$ cat src/rtl/serial_addsub.sv
// serial_addsub -- digit-serial adder/subtractor.
//
// Adds or subtracts two WIDTH-bit operands DIGIT bits per clock, LSB digit
// first. Subtraction is a + ~b + 1: the second operand is inverted when it is
// latched and the carry is preset to 1. The result and flags are registered
// when the last digit has been processed and held until the next completion.
//
// Parameters
//   WIDTH  operand/result width in bits (>= 2)
//   DIGIT  bits processed per clock; WIDTH must be a multiple of DIGIT
//
// Ports
//   clk     in   clock, rising edge active
//   rst     in   asynchronous active-high reset
//   start   in   request a new operation (ignored while busy)
//   mode    in   0 = a + b, 1 = a - b (sampled with start)
//   a, b    in   operands (sampled with start)
//   busy    out  operation in progress
//   done    out  one-cycle pulse when result/flags are valid
//   result  out  sum or difference modulo 2^WIDTH
//   c_out   out  final carry (subtract: 1 = no borrow)
//   ovf     out  two's-complement signed overflow
//   zero    out  result == 0
module serial_addsub #(
  parameter int WIDTH = 8,
  parameter int DIGIT = 1
) (
  input  logic             clk,
  input  logic             rst,
  input  logic             start,
  input  logic             mode,
  input  logic [WIDTH-1:0] a,
  input  logic [WIDTH-1:0] b,
  output logic             busy,
  output logic             done,
  output logic [WIDTH-1:0] result,
  output logic             c_out,
  output logic             ovf,
  output logic             zero
);

  localparam int STEPS = WIDTH / DIGIT;
  localparam int CNT_W = (STEPS > 1) ? $clog2(STEPS) : 1;
  localparam logic [CNT_W-1:0] LAST = CNT_W'(STEPS - 1);

  typedef enum logic [1:0] {
    IDLE = 2'd0,
    RUN  = 2'd1,
    DONE = 2'd2
  } state_t;

  // Ripple-adds one digit. Returns {carry into the top bit, carry out, sum};
  // on the final digit the first field is the carry into the word MSB,
  // which the overflow flag needs.
  function automatic logic [DIGIT+1:0] digit_add(
    input logic [DIGIT-1:0] x,
    input logic [DIGIT-1:0] y,
    input logic             cin
  );
    logic             c;
    logic             c_top;
    logic [DIGIT-1:0] s;
    c     = cin;
    c_top = cin;
    s     = '0;
    for (int i = 0; i < DIGIT; i++) begin
      c_top = c;
      s[i]  = x[i] ^ y[i] ^ c;
      c     = (x[i] & y[i]) | (c & (x[i] ^ y[i]));
    end
    return {c_top, c, s};
  endfunction

  state_t             state_q, state_d;
  logic [WIDTH-1:0]   a_q, a_d;
  logic [WIDTH-1:0]   b_q, b_d;
  logic [WIDTH-1:0]   acc_q, acc_d;
  logic               carry_q, carry_d;
  logic [CNT_W-1:0]   cnt_q, cnt_d;
  logic [WIDTH-1:0]   result_q, result_d;
  logic               c_out_q, c_out_d;
  logic               ovf_q, ovf_d;
  logic               zero_q, zero_d;

  logic [DIGIT+1:0]   dsum;
  logic [WIDTH-1:0]   acc_shift;
  logic               accept;
  logic               last_step;

  assign dsum = digit_add(a_q[DIGIT-1:0], b_q[DIGIT-1:0], carry_q);

  // New sum digit enters at the MSB end; after STEPS shifts the first digit
  // has reached bit 0 and acc holds the full word.
  assign acc_shift = (acc_q >> DIGIT) | (WIDTH'(dsum[DIGIT-1:0]) << (WIDTH - DIGIT));

  assign accept    = start && ((state_q == IDLE) || (state_q == DONE));
  assign last_step = (state_q == RUN) && (cnt_q == LAST);

  // State register
  always_ff @(posedge clk or posedge rst) begin
    if (rst) begin
      state_q <= IDLE;
    end else begin
      state_q <= state_d;
    end
  end

  // Next-state logic
  always_comb begin
    state_d = state_q;
    case (state_q)
      IDLE:    if (start) state_d = RUN;
      RUN:     if (cnt_q == LAST) state_d = DONE;
      DONE:    state_d = start ? RUN : IDLE;
      default: state_d = IDLE;
    endcase
  end

  // FSM outputs
  always_comb begin
    busy = (state_q == RUN);
    done = (state_q == DONE);
  end

  // Datapath next-state
  always_comb begin
    a_d      = a_q;
    b_d      = b_q;
    acc_d    = acc_q;
    carry_d  = carry_q;
    cnt_d    = cnt_q;
    result_d = result_q;
    c_out_d  = c_out_q;
    ovf_d    = ovf_q;
    zero_d   = zero_q;
    if (accept) begin
      a_d     = a;
      b_d     = b ^ {WIDTH{mode}};
      carry_d = mode;
      cnt_d   = '0;
      acc_d   = '0;
    end else if (state_q == RUN) begin
      a_d     = a_q >> DIGIT;
      b_d     = b_q >> DIGIT;
      acc_d   = acc_shift;
      carry_d = dsum[DIGIT];
      cnt_d   = cnt_q + CNT_W'(1);
      if (last_step) begin
        result_d = acc_shift;
        c_out_d  = dsum[DIGIT];
        ovf_d    = dsum[DIGIT+1] ^ dsum[DIGIT];
        zero_d   = (acc_shift == '0);
      end
    end
  end

  // Datapath registers
  always_ff @(posedge clk or posedge rst) begin
    if (rst) begin
      a_q      <= '0;
      b_q      <= '0;
      acc_q    <= '0;
      carry_q  <= 1'b0;
      cnt_q    <= '0;
      result_q <= '0;
      c_out_q  <= 1'b0;
      ovf_q    <= 1'b0;
      zero_q   <= 1'b0;
    end else begin
      a_q      <= a_d;
      b_q      <= b_d;
      acc_q    <= acc_d;
      carry_q  <= carry_d;
      cnt_q    <= cnt_d;
      result_q <= result_d;
      c_out_q  <= c_out_d;
      ovf_q    <= ovf_d;
      zero_q   <= zero_d;
    end
  end

  assign result = result_q;
  assign c_out  = c_out_q;
  assign ovf    = ovf_q;
  assign zero   = zero_q;

endmodule

$ cat config.mk
export PLATFORM = sky130hd
export DESIGN_NAME = serial_addsub
export DESIGN_NICKNAME = d
export VERILOG_FILES = /design/src/rtl/serial_addsub.sv
export SDC_FILE = /design/constraint.sdc
export NUM_CORES = 1
export LEC_CHECK = 0
export CAP_MARGIN = 10
export CELL_PAD_IN_SITES_DETAIL_PLACEMENT = 1
export CELL_PAD_IN_SITES_GLOBAL_PLACEMENT = 2
export CORE_ASPECT_RATIO = 1.5
export CORE_MARGIN = 4
export CORE_UTILIZATION = 36
export CTS_BUF_LIST = sky130_fd_sc_hd__clkbuf_4 sky130_fd_sc_hd__clkbuf_8
export DETAILED_ROUTE_END_ITERATION = 12
export PLACE_DENSITY = 0.84
export SYNTH_ARGS = -nofsm -noshare
export SYNTH_HDL_FRONTEND = slang
export SYNTH_SLANG_ARGS = --single-unit
$ cat constraint.sdc
create_clock -name clk -period 1.9 [get_ports clk]
set_input_delay 0.57 -clock clk [delete_from_list [all_inputs] [get_ports clk]]
set_output_delay 0.57 -clock clk [all_outputs]
set_load 0.01 [all_outputs]
==> metrics.yaml <==
status: "completed"
synth_nets: 159
drv_cap: 0
die_x_um: 65.1
hold_class: "flop to flop"
drive_gt1_share_pct: 14.0
cts_sinks: 40
synth_area_mm2: 0.00176
vias_per_cell: 4.97
ys.warnings.count: 0
clock_path_buffers: 2
die-area_mm2: 0.00609
clkTransAtPathRegs_ps: 80
rsz0062_at_grt: "no"
wirelength_mm: 3.68
core_mm2: 0.00462
grt_pass1_wl_mm: 6.37
crit_path_cell_trace: "and2b_1 -> dlygate4sd2_1"
p_leak_nw: 1.08
hold_ws_ps: 483
slowest_stage: "dfrtp_1"
die_y_um: 93.6
numCtsBuffers: 5
globalplace.congestion: 0.699
slew_headroom_pct: 68.7
required_ps: 1330
final_cells: 235
h-tree-depth: 2
placed_cells: 227
synth.distinct_cells: 23
ant_nets: 0
hold_buffers: 0
critPathMaxFanout: 4
avgRoutedWirePerCell_um: 15.6
final_common_cell: "dfrtp_1"
maxSlewViolCount: 0
synth-seq-cells: 40
fin_crit_ps: 1800
finish.net_count: 193
final_cell_mix: "40 x dfrtp_1, 30 x clkdlybuf4s50_1, 18 x a22o_1, 11 x nand2_1, 10 x mux2_2"
dp_hpwl_mm: 2.72
synthToLayoutAreaGrowth_pct: 28.7
grt_max_degree: 41
drc: 0
cpPeakStageDelay_ps: 430
antennaDiodeCount: 0
grt_pass1_vias: 1329
cts-root-buf: "clkbuf_8"
setup_viol: 0
vias: 1168
setup_ws_ps: 101
nFillCells: 500
cts_resized: 2
placementRows: 30
endpoint_kind: "primary output"
firstDrtPassIters: 4
startpoint_type: "flop"
critPathKind: "flop to primary output"
power.density_mw_per_mm2: 1610
cts_tree: "done"
yosysSeqAreaShare_pct: 56.9
reg2reg_slack_ps: 290
io_pins: 33
antenna_found_initial: 0
start_util_pct: 38.1
peakVddDrop_mv: 0.530
track_usage_pct: 13.7
avgSynthCellArea_um2: 12.9
finalHoldViolCount: 0
setup_tns_ps: 0
fmax_mhz: 556
post_cts_buffers: 0
worstMarginPinSlew_ps: 468
port_buffers: 32
pre_cts_ws_ps: 17.0
grt.overflow.total: 0
skew_ps: 7.66
finalCritPeriodShare_pct: 94.7
worstPathArrival_ps: 1230
drtIter0Drc: 36
syn_inst: 136
worstSkewPairLatency_ps: 290
==> area by class of cell <==
cell class | count | area, um2 | share of cell area, %
Sequential cell | 40 | 1000 | 44.2
Multi-Input combinational cell | 84 | 688 | 30.4
Timing Repair Buffer | 36 | 373 | 16.5
Tap cell | 64 | 80.1 | 3.54
Clock buffer | 6 | 76.3 | 3.37
Clock inverter | 2 | 35.0 | 1.55
Inverter | 3 | 11.3 | 0.497
==> per-layer routing <==
layer  vias to the layer above  global-route usage [%]  routed length (um)
met5                         -                       0                   0
met4                         0                    5.71                  53
met3                         7                    2.88                 151
met2                        28                    24.3                2010
met1                       582                    15.7                1470
li1                        551                       -                   -
==> cell usage after synthesis <==
master | number | area share, %
buf_6 | 2 | 1.3
and2b_1 | 1 | 0.43
o21ai_0 | 9 | 2.6
clkbuf_1 | 1 | 0.21
o21ai_1 | 1 | 0.28
nand3b_1 | 1 | 0.43
nor2_8 | 1 | 1.1
buf_4 | 2 | 0.85
inv_1 | 3 | 0.64
a22o_1 | 18 | 9.0
ha_1 | 2 | 1.4
xor2_1 | 8 | 4.0
nand2_1 | 11 | 2.3
mux2i_1 | 8 | 4.6
buf_2 | 3 | 0.85
xnor2_1 | 1 | 0.50
a21o_1 | 8 | 3.4
nor4_1 | 2 | 0.71
dfrtp_1 | 40 | 57
nor2b_1 | 2 | 0.71
fa_1 | 1 | 1.1
mux2_2 | 10 | 6.4
clkbuf_2 | 1 | 0.28
==> state kept, by name, indices dropped and copies added (netlist names) <==
register / count
result: 8
state_q: 2
carry_q: 1
a_q: 8
zero: 1
cnt_q: 3
acc_q: 7
ovf: 1
b_q: 8
c_out: 1
==> critical path: cells and delay by family (launching register included) <==
kind / cells / cell delay (ps)
buffers and inverters: 1 / 290
flip-flops: 1 / 430
AND/OR/NAND/NOR: 1 / 210
==> per-stage QoR <==
stage / utilization, % / area [um2] / total power [W]
after floorplan: - / 1760 / 0.00248
after global placement: 46.7 / 2160 / 0.00290
after detailed placement: 46.7 / 2160 / 0.00303
after CTS: 49.1 / 2260 / 0.00372
after global routing: 49.1 / 2260 / 0.00392
final: 49.1 / 2260 / 0.00365
==> cell families after synthesis <==
logic type / count (synthesis) / synth area share (%)
muxes: 18 / 11.0
xor gates and xnor gates: 9 / 4.48
buffers and inverters: 12 / 4.12
and+or+nand+nor: 18 / 5.76
adders and majority gates: 3 / 2.56
DFF: 40 / 56.9
AOI/OAI and AO/OA: 36 / 15.2
==> power by group <==
part | internal [W] | switching, W
Combinational | 0.000816 | 0.000670
Clock | 0.000404 | 0.000284
Sequential | 0.00122 | 0.000253
==> final timing paths <==
path                                        start               endpoint  cells after the start
setup / recovery           state_q[0]$_DFFE_PP0P_                   busy                      2
hold / removal                 a_q[5]$_DFFE_PP0P_     a_q[5]$_DFFE_PP0P_                      1
setup reg to reg             cnt_q[0]$_DFFE_PP0P_  result[2]$_DFFE_PP0P_                      5
hold reg to reg                a_q[5]$_DFFE_PP0P_     a_q[5]$_DFFE_PP0P_                      1
max in group asynchronous                     rst     a_q[2]$_DFFE_PP0P_                      3
min in group asynchronous                     rst  result[7]$_DFFE_PP0P_                      3
Power figures use the tool's default switching activity.
